<file path="config.mk">
export PLATFORM = sky130hd
export DESIGN_NAME = dac_sweep_ctrl
export DESIGN_NICKNAME = d
export VERILOG_FILES = /design/src/rtl/dac_sweep_ctrl.sv
export SDC_FILE = /design/constraint.sdc
export NUM_CORES = 1
export LEC_CHECK = 0
export CAP_MARGIN = 10
export CORE_MARGIN = 3
export CORE_UTILIZATION = 43
export DETAILED_ROUTE_END_ITERATION = 10
export DONT_BUFFER_PORTS = 1
export GPL_ROUTABILITY_DRIVEN = 0
export SYNTH_ARGS = -nofsm -noshare
export SYNTH_HDL_FRONTEND = slang
export SYNTH_SLANG_ARGS = --single-unit
export TNS_END_PERCENT = 1
</file>
<file path="constraint.sdc">
create_clock -name sys_clk -period 4 [get_ports sys_clk]
set_input_delay 0.4 -clock sys_clk [delete_from_list [all_inputs] [get_ports sys_clk]]
set_output_delay 0.4 -clock sys_clk [all_outputs]
set_load 0.005 [all_outputs]
</file>
<file path="src/rtl/dac_sweep_ctrl.sv">
// Phase-increment sweep controller for the CORDIC DAC: steps phase_inc from start to stop with a dwell per value.
// Optional build macro SWEEP_BIDIR_EN turns looping sweeps into triangle sweeps instead of sawtooth.
module dac_sweep_ctrl #(
    parameter int unsigned PW = 19,
    parameter int unsigned DW = 16
) (
    input  logic          sys_clk,
    input  logic          rst_n,
    input  logic [PW-1:0] cfg_start_inc,
    input  logic [PW-1:0] cfg_stop_inc,
    input  logic [PW-1:0] cfg_step,
    input  logic [DW-1:0] cfg_dwell,
    input  logic          cfg_loop,
    input  logic          start,
    input  logic          abort,
    output logic [PW-1:0] phase_inc,
    output logic          busy,
    output logic          done,
    output logic          step_strobe
);

    typedef enum logic [1:0] {
        IDLE  = 2'd0,
        DWELL = 2'd1,
        STEP  = 2'd2
    } state_t;

    state_t        state_q, state_d;
    logic [PW-1:0] phase_q, phase_d;
    logic [DW-1:0] cnt_q, cnt_d;
    logic [PW-1:0] start_sh_q, start_sh_d;
    logic [PW-1:0] stop_sh_q, stop_sh_d;
    logic [PW-1:0] step_sh_q, step_sh_d;
    logic [DW-1:0] dwell_sh_q, dwell_sh_d;
    logic          loop_sh_q, loop_sh_d;
    logic          dir_up_q, dir_up_d;
    logic          done_q, done_d;
    logic          strobe_q, strobe_d;
    logic          at_stop;

    // One step toward target, evaluated one bit wider so neither direction can wrap past the endpoint.
    function automatic logic [PW-1:0] step_toward(
        input logic [PW-1:0] cur,
        input logic [PW-1:0] step,
        input logic [PW-1:0] target,
        input logic          up
    );
        logic [PW:0] sum;
        logic [PW:0] diff;
        logic [PW-1:0] res;
        sum  = {1'b0, cur} + {1'b0, step};
        diff = {1'b0, cur} - {1'b0, step};
        if (up) begin
            res = (sum >= {1'b0, target}) ? target : sum[PW-1:0];
        end else begin
            res = (diff[PW] || (diff[PW-1:0] <= target)) ? target : diff[PW-1:0];
        end
        return res;
    endfunction

    function automatic logic [DW-1:0] dwell_reload(input logic [DW-1:0] d);
        return (d == '0) ? '0 : d - DW'(1);
    endfunction

    assign at_stop = (phase_q == stop_sh_q);

    always_ff @(posedge sys_clk or negedge rst_n) begin
        if (!rst_n) begin
            state_q    <= IDLE;
            phase_q    <= '0;
            cnt_q      <= '0;
            start_sh_q <= '0;
            stop_sh_q  <= '0;
            step_sh_q  <= '0;
            dwell_sh_q <= '0;
            loop_sh_q  <= 1'b0;
            dir_up_q   <= 1'b1;
            done_q     <= 1'b0;
            strobe_q   <= 1'b0;
        end else begin
            state_q    <= state_d;
            phase_q    <= phase_d;
            cnt_q      <= cnt_d;
            start_sh_q <= start_sh_d;
            stop_sh_q  <= stop_sh_d;
            step_sh_q  <= step_sh_d;
            dwell_sh_q <= dwell_sh_d;
            loop_sh_q  <= loop_sh_d;
            dir_up_q   <= dir_up_d;
            done_q     <= done_d;
            strobe_q   <= strobe_d;
        end
    end

    always_comb begin
        state_d = state_q;
        if (abort) begin
            state_d = IDLE;
        end else begin
            case (state_q)
                IDLE:    if (start) state_d = DWELL;
                DWELL:   if (cnt_q == '0) state_d = STEP;
                STEP:    state_d = (at_stop && !loop_sh_q) ? IDLE : DWELL;
                default: state_d = IDLE;
            endcase
        end
    end

    always_comb begin
        phase_d    = phase_q;
        cnt_d      = cnt_q;
        start_sh_d = start_sh_q;
        stop_sh_d  = stop_sh_q;
        step_sh_d  = step_sh_q;
        dwell_sh_d = dwell_sh_q;
        loop_sh_d  = loop_sh_q;
        dir_up_d   = dir_up_q;
        done_d     = 1'b0;
        strobe_d   = 1'b0;
        if (!abort) begin
            case (state_q)
                IDLE: begin
                    if (start) begin
                        start_sh_d = cfg_start_inc;
                        stop_sh_d  = cfg_stop_inc;
                        step_sh_d  = cfg_step;
                        dwell_sh_d = cfg_dwell;
                        loop_sh_d  = cfg_loop;
                        dir_up_d   = (cfg_start_inc <= cfg_stop_inc);
                        phase_d    = cfg_start_inc;
                        cnt_d      = dwell_reload(cfg_dwell);
                        strobe_d   = 1'b1;
                    end
                end
                DWELL: begin
                    if (cnt_q != '0) cnt_d = cnt_q - DW'(1);
                end
                STEP: begin
                    if (at_stop && !loop_sh_q) begin
                        done_d = 1'b1;
                    end else if (at_stop) begin
`ifdef SWEEP_BIDIR_EN
                        // Turn around at the endpoint and take the first step back in this same STEP.
                        start_sh_d = stop_sh_q;
                        stop_sh_d  = start_sh_q;
                        dir_up_d   = !dir_up_q;
                        phase_d    = step_toward(phase_q, step_sh_q, start_sh_q, !dir_up_q);
`else
                        phase_d    = start_sh_q;
`endif
                        cnt_d      = dwell_reload(dwell_sh_q);
                        strobe_d   = 1'b1;
                    end else begin
                        phase_d  = step_toward(phase_q, step_sh_q, stop_sh_q, dir_up_q);
                        cnt_d    = dwell_reload(dwell_sh_q);
                        strobe_d = 1'b1;
                    end
                end
                default: ;
            endcase
        end
    end

    always_comb begin
        busy        = (state_q != IDLE);
        phase_inc   = phase_q;
        done        = done_q;
        step_strobe = strobe_q;
    end

endmodule
</file>
Yosys cells after proc, flatten, opt, wreduce, memory -nomap -nowiden
Cells that the tools add are included.
Widths: inputs -> output; s select.

word-level totals
  register bits = 114
  bits of input ports = 78
  output and inout bits = 22
  logic and storage cells = 68

operators by class
  $add $sub $neg = 5
  magnitude comparators = 3
  eq/ne operators = 8
  muxes and demuxes = 25
  bitwise logic cells = 1
  reduce and logical (&&, ||, !) cells = 15

operators with widths
  cell                   number
  $mux 19                6
  $mux 16                5
  $logic_not 16->1       3
  $pmux 16 s3            1
  $sub 16x1->16 const B  3
  $le 19x19->1           2
  $pmux 19 s2            1
  $add 19x19->20         1
  $ge 20x19->1           1
  $sub 19x19->20         1
  $eq 19x19->1           1
  $reduce_bool 16->1     1
  $mux 1                 7
  $mux 2                 3
  $ne 2x2->1 const B     3
  $ne 3x3->1 const B     2
  $pmux 2 s3             1
  $reduce_and 5->1       1
  $reduce_and 4->1       1
  $reduce_bool 2->1      2
  $reduce_and 3->1       1
  $reduce_bool 3->1      1
  $eq 2x1->1 const B     1
  $eq 2x2->1 const B     1
  other kinds (7)        7

Logic depth before layout (Yosys ltp)
Gate-level depths: netlist (run 1).

  depth after elaboration = 8
  gate-level depth with buffers = 22
  gate-level depth less buffers = 20

Worst setup path after synthesis (run 1)
Ideal clock, no wire load.

  path type = reg2reg
  start point = register phase_q[5], in the netlist phase_inc[5]
  end point = register phase_q[3], in the netlist phase_inc[3]
  library setup time = 0.124 ns
  data arrival time = 3.969 ns
  slack = -0.093 ns
  cell stages (with the launch flop) = 18
  path buffers = 1
  period minus slack after synthesis = 4.093 ns
  cells stage by stage = dfrtp_1 ha_1 buf_6 nor3b_1 a211o_1 a311oi_2 a211oi_2 o41ai_4 mux2i_1 nand2_1 ha_1 a2111oi_0 o22ai_1 nor3_1 nand3_2 mux2_1 a21oi_1 o21ai_1

on the way
  cells in the longest elaborated chain, start to end = 8
  elaborated cells on any way between the ends = 15

ends and longest elaborated chain
  item                    RTL line  source
  start, declared         29        logic [PW-1:0] phase_q, phase_d;
  start signal, assigned  82        phase_q <= phase_d;
  $sub 19x19->20          52        diff = {1'b0, cur} - {1'b0, step};
  $le 19x19->1            56        res = (diff[PW] || (diff[PW-1:0] <= target)) ? target : diff[PW-1:0];
  $logic_or 1x1->1        56
  $mux 19                 56
  $mux 19                 53        if (up) begin
  $mux 19                 141       end else if (at_stop) begin
  $mux 19                 139       if (at_stop && !loop_sh_q) begin
  $pmux 19 s2             121       case (state_q)

Parallel ways exist; a longest one is shown, timed or not. The select of a mux whose other input is x is not followed.
A chain may end at the register's enable or synchronous reset.

Worst setup path after layout (run 1)
  start point = register phase_q[0], in the netlist phase_inc[0]
  end point = register phase_q[0], in the netlist phase_inc[0]

Same word-level chain as after synthesis.

==> summary.txt, run 1 <==
Outcome
  – Status: complete, but fails checks
  – Failing checks: setup timing

Route
  – Total wire length: between 30000 and 40000 microns
  – Vias per cell: 5.68
  – DRC Markers: 0
  – Routed len/inst: 19.8 microns
  – DR iter-0 viols: just over 500
  – Post-route ant nets: 0
  – Via Count: between 9000 and 10000
  – Initial DRT Pass Iterations: 7

Die
  – Die Height: between 150 and 200 microns
  – Initial Util: 44.2%
  – Die W: 157 microns
  – Standard-cell row count: 54
  – Die area: 24500 sq um
  – Boundary Pins: 100
  – Core area: about 22000 sq um

Synthesis
  – Syn avg cell area: 8.26 sq um
  – Ys async rst share: between 90% and 100%
  – Netlist cell types: 89
  – Synth Area in Adders: roughly 14%
  – Number of synthesized flops with an enable pin: 0
  – Mux cell area share after synthesis: 0.963%
  – Simple-gate portion of the synthesized area: around 20%
  – Post-synth design cell area: slightly below 10000 sq um
  – Largest family of logic cells by synthesized area: compound AO/OA/AOI/OAI gates
  – Cells after synthesis: 1180
  – YS warnings: 0
  – Post-synthesis xor/xnor area fraction: 7.73%
  – Ys flop type: dfrtp_1
  – Synth Net Count: 1364
  – Post-synthesis sequential area ratio: about 29%
  – Seq cells post-synth: 114
  – Post-synthesis compound-gate area fraction: 20.7%

Power and ir drop
  – Logic pwr share: 75.0%
  – Switching portion of total power: a little under half
  – Overall power: ~0.014 W
  – Clock network power share: 11.4%
  – Pwr Density: between 1000 and 1500 nW/um^2
  – Sw power: around 0.0065 W
  – Leak pwr: 5.77 nW
  – Internal Power: 0.00791 W
  – Seq pwr share: 13.6%
  – Max rail drop VDD: 0.000578 V

Critical path
  – Crit path kind: flip-flop to flip-flop
  – Critical-path cell list: inv_1, ha_2, fa_2, nand2b_4, a21oi_4, o21ai_4, nand3b_1, a21oi_1, xnor2_1, buf_4, ha_1, nand4_1, nor2_2, o31a_1, a2111oi_4, a211o_1, buf_6, nand2_1, o21ai_0, a311oi_1, a221oi_2
  – Critical path's slowest cell: dfrtp_1
  – Crit path max-delay family: compound AO/OA/AOI/OAI gates
  – Slowest cell delay on critical path: 0.39 ns
  – Crit end category: flip-flop
  – Startpoint Class: flip-flop
  – Critical path buffer and inverter count: 3
  – Crit path max fanout: 4
  – CP Data Arrival Time: 4.50 ns
  – CP required: 4.29 ns

Clock tree
  – CTS buffer count: 17
  – CTS sink count: approximately 110
  – CTS tree: yes
  – H-Tree Depth: 4
  – Clk_lat worst skew: 0.43 ns
  – Clock Path Buffers: 2
  – Clock root buffer master: clkbuf_16
  – Clock Pin Slew Worst Setup and Hold Paths: 0.06 ns

GRT
  – GR Layer Usage met2: around 45%
  – Largest net degree at the start of global routing: 115
  – First-pass GRT wire length: 50300 microns
  – M1 GR Usage: roughly 33%
  – Tot GR Track Use: 26.2%
  – Initial antenna violation count: 1
  – Gr busiest metal: met2
  – Vias in the first global route: 9338
  – Met3 usage: 6.89%
  – Total gr overflow: 0

Timing
  – Slew @ Worst Pin: 0.777 ns
  – Slew Limit Headroom: 48.0%
  – Min Tclk post-route: 4.21 ns
  – Final worst setup slack: -0.208 ns
  – Final worst-path cycle share: 105%
  – Maximum clock frequency: 0.238 GHz
  – Clk_skew: 0.0134 ns
  – Minimum hold slack: 0.0316 ns
  – Final Hold Viols: 0
  – # setup viols final: 19
  – RSZ-0062 raised after global routing: true
  – Max-slew violations: 0
  – Total negative setup slack: -2.69 ns

Place
  – Number of port buffers: 0
  – Hpwl dp: 24200 microns

Finish
  – Fraction of layout cells with a size suffix above 1: 26.0%
  – Area growth from synthesis to layout: 28.8%
  – Layout filler cell count: 1985
  – Most common cell after layout, fill and taps aside: nand2_1
  – ANT cells: 0
  – Number of nets in the layout: 1536
  – Commonest cells after routing, fill and taps aside: nand2_1, buf_4, dfrtp_1, inv_1, ha_1

Hold path
  – Worst Hold Class: primary input to flip-flop

Run
  – Max cap viols: 0
-- through the flow --
stage | utilization [%] | worst slack (ns) | area, sq um | instances
CTS | 56.0 | -0.131 | 12300 | 1637
global route | 57.0 | -0.425 | 12600 | 1645
global placement | 49.5 | -0.433 | 10900 | 1559
floorplan | - | -0.00151 | 9750 | 1180
detailed placement | 49.5 | -0.483 | 10900 | 1559
finish | 57.0 | -0.208 | 12600 | 1645
-- power groups by stage --
stage | Sequential, W | Combinational, W | Clock [W]
global placement | 0.00193 | 0.00804 | 0
global route | 0.00201 | 0.0115 | 0.00171
finish | 0.00196 | 0.0108 | 0.00164
CTS | 0.00195 | 0.00989 | 0.00166
floorplan | 0.00189 | 0.00507 | 0
detailed placement | 0.00194 | 0.00812 | 0
-- cells in the mapped netlist (5+ instances only) --
library cell / instances / area share, %
a221oi_1: 14 / 1.3
o22ai_1: 25 / 1.6
nor4_1: 11 / 0.71
nor2_1: 71 / 2.7
nand4_1: 15 / 0.96
o21ai_0: 74 / 3.8
mux2i_1: 6 / 0.62
a21o_1: 16 / 1.2
buf_4: 5 / 0.39
clkbuf_8: 6 / 0.85
a21oi_1: 70 / 3.6
nor3b_1: 15 / 1.2
nand2_1: 193 / 7.4
o21a_1: 13 / 1.0
nand3b_1: 5 / 0.39
buf_2: 7 / 0.36
or4_1: 5 / 0.39
clkbuf_1: 21 / 0.81
ha_1: 104 / 13
nand2b_1: 9 / 0.58
buf_6: 8 / 0.92
nor3_1: 27 / 1.4
nand3_1: 20 / 1.0
inv_1: 91 / 3.5
dfrtp_1: 113 / 29
o21ai_1: 13 / 0.67
a211o_1: 8 / 0.72
a22oi_1: 11 / 0.85
xor2_1: 25 / 2.2
o31ai_1: 10 / 0.77
nor2b_1: 8 / 0.51
xnor2_1: 61 / 5.5
a211oi_1: 5 / 0.39
-- metal layers --
metal	share of wire, %	routed length, microns	up-vias
li1	-	-	4489
met1	41	13500	4466
met2	48	15800	323
met3	7.7	2510	65
met4	2.5	830	2
met5	0.040	13	-
-- flip-flops by register name, indices dropped and copies added (netlist names), 2 cells and up --
register    cells
phase_inc      19
state_q         2
cnt_q          16
dwell_sh_q     16
stop_sh_q      19
start_sh_q     19
step_sh_q      19
-- path summary, 6_finish.rpt --
check / cells after the start / endpoint / from / slack, ns
min in group asynchronous: 2 / step_sh_q[9] / rst_n / 0.56
hold / removal: 1 / state_q[1] / abort / 0.03
setup / recovery: 21 / phase_inc[0] / phase_inc[0] / -0.21
max in group asynchronous: 2 / phase_inc[3] / rst_n / 2.90
setup reg to reg: 21 / phase_inc[0] / phase_inc[0] / -0.21
hold reg to reg: 2 / start_sh_q[9] / start_sh_q[9] / 0.47
-- repair_timing --
item	4_1_cts	5_1_grt
gates resized for setup	92	28
pin swaps	52	40
endpoints found under the setup margin	19	19
cloned	0	0
hold endpoints to repair	114	0
buffers inserted	45	8
hold buffers	2	0
-- cells by family (layout without fill, tap and decap cells) --
logic type               Yosys count  count (layout)
AO/OA/AOI/OAI                    307             307
XOR/XNOR                          86              86
adder cells (fa/ha/maj)          106             106
buffers and inverters            143             328
flip-flops                       114             114
multiplexers                       9               9
AND/OR/NAND/NOR                  415             415
-- worst reg2reg max path: cells and delay by family, from the launching register on --
family                     cells  cell delay [ns]
AOI/OAI and AO/OA              9             1.62
and+or+nand+nor                5             0.72
buffers and inverters          3             0.38
xor gates and xnor gates       1             0.13
DFF                            1             0.39
adders and majority gates      3             0.84
-- layout make-up --
class / count / area [sq um] / area share, %
well taps: 280 / 350 / 2.79
clock buffers: 21 / 480 / 3.83
repair buffers: 203 / 1600 / 12.7
multi-input cells: 923 / 6770 / 53.9
clock inverters: 11 / 150 / 1.20
flip-flops and latches: 114 / 2860 / 22.8
inverters: 93 / 349 / 2.78
Power figures use the tool's default switching activity.
==> run 2: changes to the inputs <==
==> constraint.sdc (replaced) <==
create_clock -name sys_clk -period 4.8 [get_ports sys_clk]
set_input_delay 0.48 -clock sys_clk [delete_from_list [all_inputs] [get_ports sys_clk]]
set_output_delay 0.48 -clock sys_clk [all_outputs]
set_load 0.005 [all_outputs]
==> run 2 against run 1 <==
The run ends with hold timing left. Worst hold slack worse by 0.071 ns. First-iteration DRC count grew 41%. Via count is 7.2% lower. Highest routed layer is now met4. Largest cell class unchanged. Setup slack better by 0.44 ns. Sequential cell count unchanged. Design area shrank 15%.
==> summary.txt, run 2 (synthesis gave the netlist of run 1 again) <==
Route
  – Initial DRT Pass Iterations: 5 (-2)
  – Post-route ant nets: 0 (unchanged)
  – DRC Markers: 0 (unchanged)
  – Total wire length: 30400 microns (-6.6%)
  – Vias per cell: 5.91 (+4.0%)
  – Via Count: 8672 (-7.2%)
  – DR iter-0 viols: 723 (+41%)
  – Routed len/inst: 20.7 microns (+4.7%)

Timing
  – # setup viols final: 0 (-19)
  – Final Hold Viols: 24 (+24)
  – Final worst-path cycle share: 95.2% (-10 points)
  – Minimum hold slack: -0.0390 ns (-0.0706 ns)
  – Maximum clock frequency: 0.219 GHz (-7.9%)
  – Max-slew violations: 0 (unchanged)
  – Clk_skew: 0.0118 ns (-0.00154 ns)
  – Slew @ Worst Pin: 0.677 ns (-0.101 ns)
  – Min Tclk post-route: 4.57 ns (+0.360 ns)
  – Slew Limit Headroom: 54.7% (+6.7 points)

Power and ir drop
  – Internal Power: 0.00443 W (-44%)
  – Pwr Density: 826 nW/um^2 (-28%)
  – Max rail drop VDD: 0.000325 V (-44%)
  – Sw power: 0.00435 W (-33%)
  – Clock network power share: 15.1% (+3.7 points)
  – Logic pwr share: 65.8% (-9.2 points)
  – Switching portion of total power: 49.6% (+4.5 points)
  – Leak pwr: 4.83 nW (-16%)
  – Seq pwr share: 19.2% (+5.6 points)

Clock tree
  – Clock root buffer master: clkbuf_16
  – CTS buffer count: 17 (unchanged)
  – Clock Pin Slew Worst Setup and Hold Paths: 0.06 ns (about the same)
  – H-Tree Depth: 4 (unchanged)
  – CTS sink count: 114 (unchanged)
  – Clk_lat worst skew: 0.44 ns (about the same)
  – Clock Path Buffers: 2 (unchanged)
  – CTS tree: yes

Hold path
  – Worst Hold Class: primary input to async pin

Critical path
  – R2R depth: 20 (-4.8%)
  – R2r endpoint: phase_inc[17]
  – R2r setup slk: 0.23 ns (+0.44 ns)
  – Critical-path cell list: ha_1, inv_1, fa_1, nor2_1, o311a_2, o2bb2ai_2, or4_4, nand3_2, xnor2_1, inv_1, ha_1, o21a_1, o21ai_0, o22ai_1, nor3_2, nand4_2, buf_4, and2_4, a221oi_1, o21ai_1
  – CP Capture Point: phase_inc[17]
  – Startpoint Class: flip-flop
  – Slowest cell delay on critical path: 0.53 ns (+0.14 ns)
  – CP required: 5.09 ns (+0.80 ns)
  – Crit end category: flip-flop
  – Reg-to-Reg Start: step_sh_q[0]
  – Crit path kind: flip-flop to flip-flop
  – CP Launch Point: step_sh_q[0]
  – Crit path max fanout: 6 (+2)
  – Critical path's slowest cell: or4_4
  – CP Data Arrival Time: 4.85 ns (+0.35 ns)

Finish
  – Most common cell after layout, fill and taps aside: nand2_1
  – Fraction of layout cells with a size suffix above 1: 9.51% (-16 points)
  – ANT cells: 0 (unchanged)
  – Post-Layout Inst Area: 10600 sq um (-15%)
  – Number of nets in the layout: 1359 (-12%)
  – Commonest cells after routing, fill and taps aside: nand2_1, dfrtp_1, ha_1, inv_1, o21ai_0
  – Layout filler cell count: 2176 (+9.6%)
  – Area growth from synthesis to layout: 9.14%

Run
  – Max cap viols: 0 (unchanged)

GRT
  – Total gr overflow: 0 (unchanged)
  – Initial antenna violation count: 0 (-1)
  – First-pass GRT wire length: 47900 microns (-4.9%)
  – Tot GR Track Use: 25.0% (-1.3 points)
  – Largest net degree at the start of global routing: 115 (unchanged)
  – Vias in the first global route: 8550 (-8.4%)

Die
  – Standard-cell row count: 54 (unchanged)
  – Die W: 157 microns (unchanged)
  – Boundary Pins: 100 (unchanged)
  – Die area: 24500 sq um (unchanged)
  – Die Height: 157 microns (unchanged)
  – Initial Util: 44.2% (unchanged)
  – Core area: 22000 sq um (unchanged)

Place
  – Number of port buffers: 0 (unchanged)
  – DP Area: 9940 sq um (-8.8%)
  – Hpwl dp: 23400 microns (-3.1%)

Outcome
  – Status: complete, but fails checks
  – Failing checks: hold timing
run 2: power groups by stage:
stage	combinational [W]	clock (W)	sequential, W
floorplan	0.00421	0	0.00157
global placement	0.00546	0	0.00168
detailed placement	0.00547	0	0.00169
CTS	0.00554	0.00134	0.00168
global route	0.00635	0.00138	0.00173
finish	0.00578	0.00132	0.00168
run 2: area by class of cell:
class	count	area, sq um	area share (%)
clock inverter	15	173	1.62
inverter	93	349	3.28
clock buffer	17	425	4.00
sequential	114	2860	26.8
tap	280	350	3.29
timing repair buffer	26	215	2.02
multi-input combinational	923	6270	58.9
run 2: metal layers:
metal	GRT usage, %	share of wire (%)	vias to the layer above
met2	39.1	45	350
li1	-	-	4139
met3	6.11	8.5	58
met1	34.0	44	4125
met4	8.17	2.6	0
met5	0	0	-
run 2: worst max-delay path, delay by kind of cell (launching register included):
kind / cells / cell delay [ns]
compound gates: 7 / 1.27
xor+xnor: 1 / 0.19
fa+ha+maj: 3 / 0.89
buf+inv: 3 / 0.32
flops: 1 / 0.38
simple gates: 6 / 1.35
run 2: how the worst min path moves through the flow:
stage / cells after the start / to / startpoint / slack (ns)
3_3_place_gp: 0 / start_sh_q[9] / rst_n / 0.19
6_report: 1 / phase_inc[4] / rst_n / -0.04
2_1_floorplan: 0 / cnt_q[0] / rst_n / 0.18
4_1_cts: 1 / phase_inc[9] / rst_n / 0.04
3_5_place_dp: 0 / start_sh_q[10] / rst_n / 0.19
5_1_grt: 1 / phase_inc[9] / rst_n / 0.02
run 2: what timing repair did:
action	4_1_cts	5_1_grt
buffers inserted	0	1
hold buffers	1	0
hold endpoints to repair	114	0
resized for setup	0	15
endpoints found under the setup margin	0	19
run 2: stage by stage:
step                      TNS (ns)  power [W]  setup WS [ns]  cells  utilization (%)
after CTS                        0    0.00856          0.151   1467             48.0
after global placement           0    0.00715          0.279   1434             45.1
after global routing       -0.0182    0.00946        -0.0182   1468             48.3
after detailed placement         0    0.00716          0.173   1434             45.1
final                            0    0.00878          0.232   1468             48.3
after floorplan                  0    0.00578          0.707   1180                -
==> run 3: changes to the inputs <==
--- a/config.mk
+++ b/config.mk
@@ -7,10 +7,11 @@
 export LEC_CHECK = 0
 export CAP_MARGIN = 10
 export CORE_MARGIN = 3
-export CORE_UTILIZATION = 43
+export CORE_UTILIZATION = 50
 export DETAILED_ROUTE_END_ITERATION = 10
 export DONT_BUFFER_PORTS = 1
 export GPL_ROUTABILITY_DRIVEN = 0
+export PLACE_DENSITY_LB_ADDON = 0.12
 export SYNTH_ARGS = -nofsm -noshare
 export SYNTH_HDL_FRONTEND = slang
 export SYNTH_SLANG_ARGS = --single-unit
==> run 3 against run 2 <==
Combinational power rose by 4.2%. Critical path depth did not move. The run still ends with hold timing left. Non-clock buffer count rose by 5. Largest cell class unchanged. Design area is 0.41% higher. Critical endpoint is now phase_inc[4]. Count of clock-buffer cells in the layout increased by 1.
==> summary.txt, run 3 (synthesis gave the netlist of run 1 again) <==
Die
  – Die W: 146 microns (-7.0%)
  – Standard-cell row count: 50 (-7.4%)
  – Boundary Pins: 100 (unchanged)
  – Die area: 21200 sq um (-13%)
  – Core area: 19000 sq um (-14%)
  – Die Height: 146 microns (-7.0%)
  – Initial Util: 51.4% (+7.2 points)

Run
  – Max cap viols: 0 (unchanged)

Finish
  – Fraction of layout cells with a size suffix above 1: 10.1% (+0.63 points)
  – Number of nets in the layout: 1364 (+0.37%)
  – ANT cells: 0 (unchanged)
  – Final core utilization: 56.3% (+8.1 points)
  – Most common cell after layout, fill and taps aside: nand2_1
  – Layout filler cell count: 1796 (-17%)
  – FF+latch area: 2850 sq um (about the same)
  – Commonest cells after routing, fill and taps aside: nand2_1, dfrtp_1, ha_1, inv_1, o21ai_0
  – Area growth from synthesis to layout: 9.59%
  – Multi-input logic area: 6290 sq um (+0.40%)

Critical path
  – R2r endpoint: phase_inc[4]
  – Reg-to-Reg Start: phase_inc[2]
  – Crit path kind: flip-flop to flip-flop
  – R2r setup slk: 0.14 ns (-0.10 ns)
  – Startpoint Class: flip-flop
  – R2R depth: 20 (unchanged)
  – Crit path max fanout: 5 (-1)
  – Crit end category: flip-flop
  – CP required: 5.08 ns (about the same)
  – CP Data Arrival Time: 4.94 ns (+0.09 ns)

Outcome
  – Status: complete, but fails checks
  – Failing checks: hold timing

Route
  – Post-route ant nets: 0 (unchanged)
  – Via Count: 8620 (-0.60%)
  – Vias per cell: 5.93 (+0.43%)
  – DRC Markers: 0 (unchanged)
  – Routed len/inst: 20.8 microns (+0.26%)
  – Initial DRT Pass Iterations: 5 (unchanged)
  – DR iter-0 viols: 686 (-5.1%)
  – Total wire length: 30200 microns (-0.77%)

Power and ir drop
  – Internal Power: 0.00453 W (+2.2%)
  – Leak pwr: 4.86 nW (+0.64%)
  – Max rail drop VDD: 0.000358 V (+10%)
  – Logic pwr share: 66.9% (+1.1 points)
  – Switching portion of total power: 49.7% (+0.18 points)
  – Seq pwr share: 18.3% (-0.9 points)
  – Clock network power share: 14.8% (-0.3 points)
  – Pwr Density: 844 nW/um^2 (+2.2%)
  – Sw power: 0.00448 W (+2.9%)

Timing
  – Final Hold Viols: 18 (-25%)
  – Final worst-path cycle share: 97.2% (+2.0 points)
  – Minimum hold slack: -0.0659 ns (-0.0269 ns)
  – # setup viols final: 0 (unchanged)
  – Min Tclk post-route: 4.66 ns (+0.0961 ns)
  – Final worst setup slack: 0.136 ns (-0.0961 ns)
  – Maximum clock frequency: 0.214 GHz (-2.1%)
  – Slew Limit Headroom: 54.9% (+0.13 points)
  – Slew @ Worst Pin: 0.675 ns (-0.00141 ns)
  – Clk_skew: 0.0136 ns (+0.00171 ns)
  – Max-slew violations: 0 (unchanged)

GRT
  – Total gr overflow: 0 (unchanged)
  – Tot GR Track Use: 28.2% (+3.3 points)
  – Vias in the first global route: 8538 (-0.14%)
  – Initial antenna violation count: 0 (unchanged)
  – Largest net degree at the start of global routing: 115 (unchanged)
  – First-pass GRT wire length: 47600 microns (-0.51%)

Clock tree
  – H-Tree Depth: 4 (unchanged)
  – Clock root buffer master: clkbuf_16
  – Clock Path Buffers: 2 (unchanged)
  – Clock Pin Slew Worst Setup and Hold Paths: 0.07 ns (about the same)
  – Clk_lat worst skew: 0.43 ns (about the same)
  – CTS buffer count: 17 (unchanged)
  – CTS sink count: 114 (unchanged)
  – CTS tree: yes

Hold path
  – Worst Hold Class: primary input to async pin

Place
  – Number of port buffers: 0 (unchanged)
  – Dpl ws: -0.187 ns (-0.359 ns)
  – Hpwl dp: 23000 microns (-2.0%)
==> run 3: cell types whose count changed in the layout (fill, tap and decap cells not counted), sizes merged <==
cell      delta
inv          +1
clkinv       -3
clkbuf       +1
clkinvlp     +1
buf          +5
==> run 3: final cells by class <==
class	instances	share of cell area, %
multi-input cells	923	58.9
flip-flops and latches	114	26.7
inverters	93	3.27
repair buffers	31	2.37
clock buffers	18	4.11
well taps	260	3.05
clock inverters	14	1.56
==> run 3: how the worst max path moves through the flow <==
stage / from / to / slack [ns]
floorplan: phase_inc[5] / phase_inc[3] / 0.71
global placement: phase_inc[0] / phase_inc[18] / -0.13
detailed placement: phase_inc[2] / phase_inc[9] / -0.19
CTS: phase_inc[2] / phase_inc[5] / 0.02
global route: phase_inc[0] / phase_inc[4] / -0.06
finish: phase_inc[2] / phase_inc[4] / 0.14
==> run 3: per-layer routing <==
layer | share of wire (%) | up-vias | GRT usage [%]
li1 | - | 4152 | -
met1 | 44 | 4098 | 37.9
met4 | 2.2 | 0 | 8.31
met2 | 46 | 329 | 45.4
met3 | 8.0 | 41 | 7.04
met5 | 0 | - | 0
==> run 3: repair_timing <==
| item | CTS | global route |
|---|---|---|
| hold endpoints to repair | 114 | 0 |
| endpoints found under the setup margin | 17 | 19 |
| pin swaps | 0 | 2 |
| buffers inserted | 0 | 1 |
| resized for setup | 2 | 20 |
| cloned | 0 | 0 |
| hold buffers | 1 | 0 |
==> run 3: through the flow <==
step / instances / setup TNS [ns] / area, sq um / power, W
finish: 1453 / 0 / 10700 / 0.00901
CTS: 1452 / 0 / 10600 / 0.00871
floorplan: 1180 / 0 / 9750 / 0.00578
detailed placement: 1419 / -1.10 / 9960 / 0.00728
global placement: 1419 / -0.438 / 9960 / 0.00726
global route: 1453 / -0.104 / 10700 / 0.00965
==> run 3: power by group through the flow <==
stage	Sequential (W)	Clock [W]	Combinational, W
finish	0.00165	0.00134	0.00602
global route	0.00169	0.00139	0.00656
CTS	0.00164	0.00135	0.00572
detailed placement	0.00165	0	0.00563
global placement	0.00165	0	0.00561
floorplan	0.00157	0	0.00421
==> run 3: critical path, stage by stage, from the launching register on <==
cell       delay, ns
dfrtp_1         0.49
ha_2            0.28
or2_1           0.24
o211ai_2        0.25
a311oi_2        0.18
a211o_1         0.32
a211oi_2        0.25
nor2_1          0.09
mux2i_1         0.16
and2_1          0.18
ha_1            0.18
a21oi_1         0.18
nor2b_1         0.10
a2111oi_2       0.32
o22ai_1         0.13
nor3_2          0.17
buf_4           0.17
nand4_2         0.16
and2_4          0.23
a221oi_2        0.29
o21ai_1         0.12
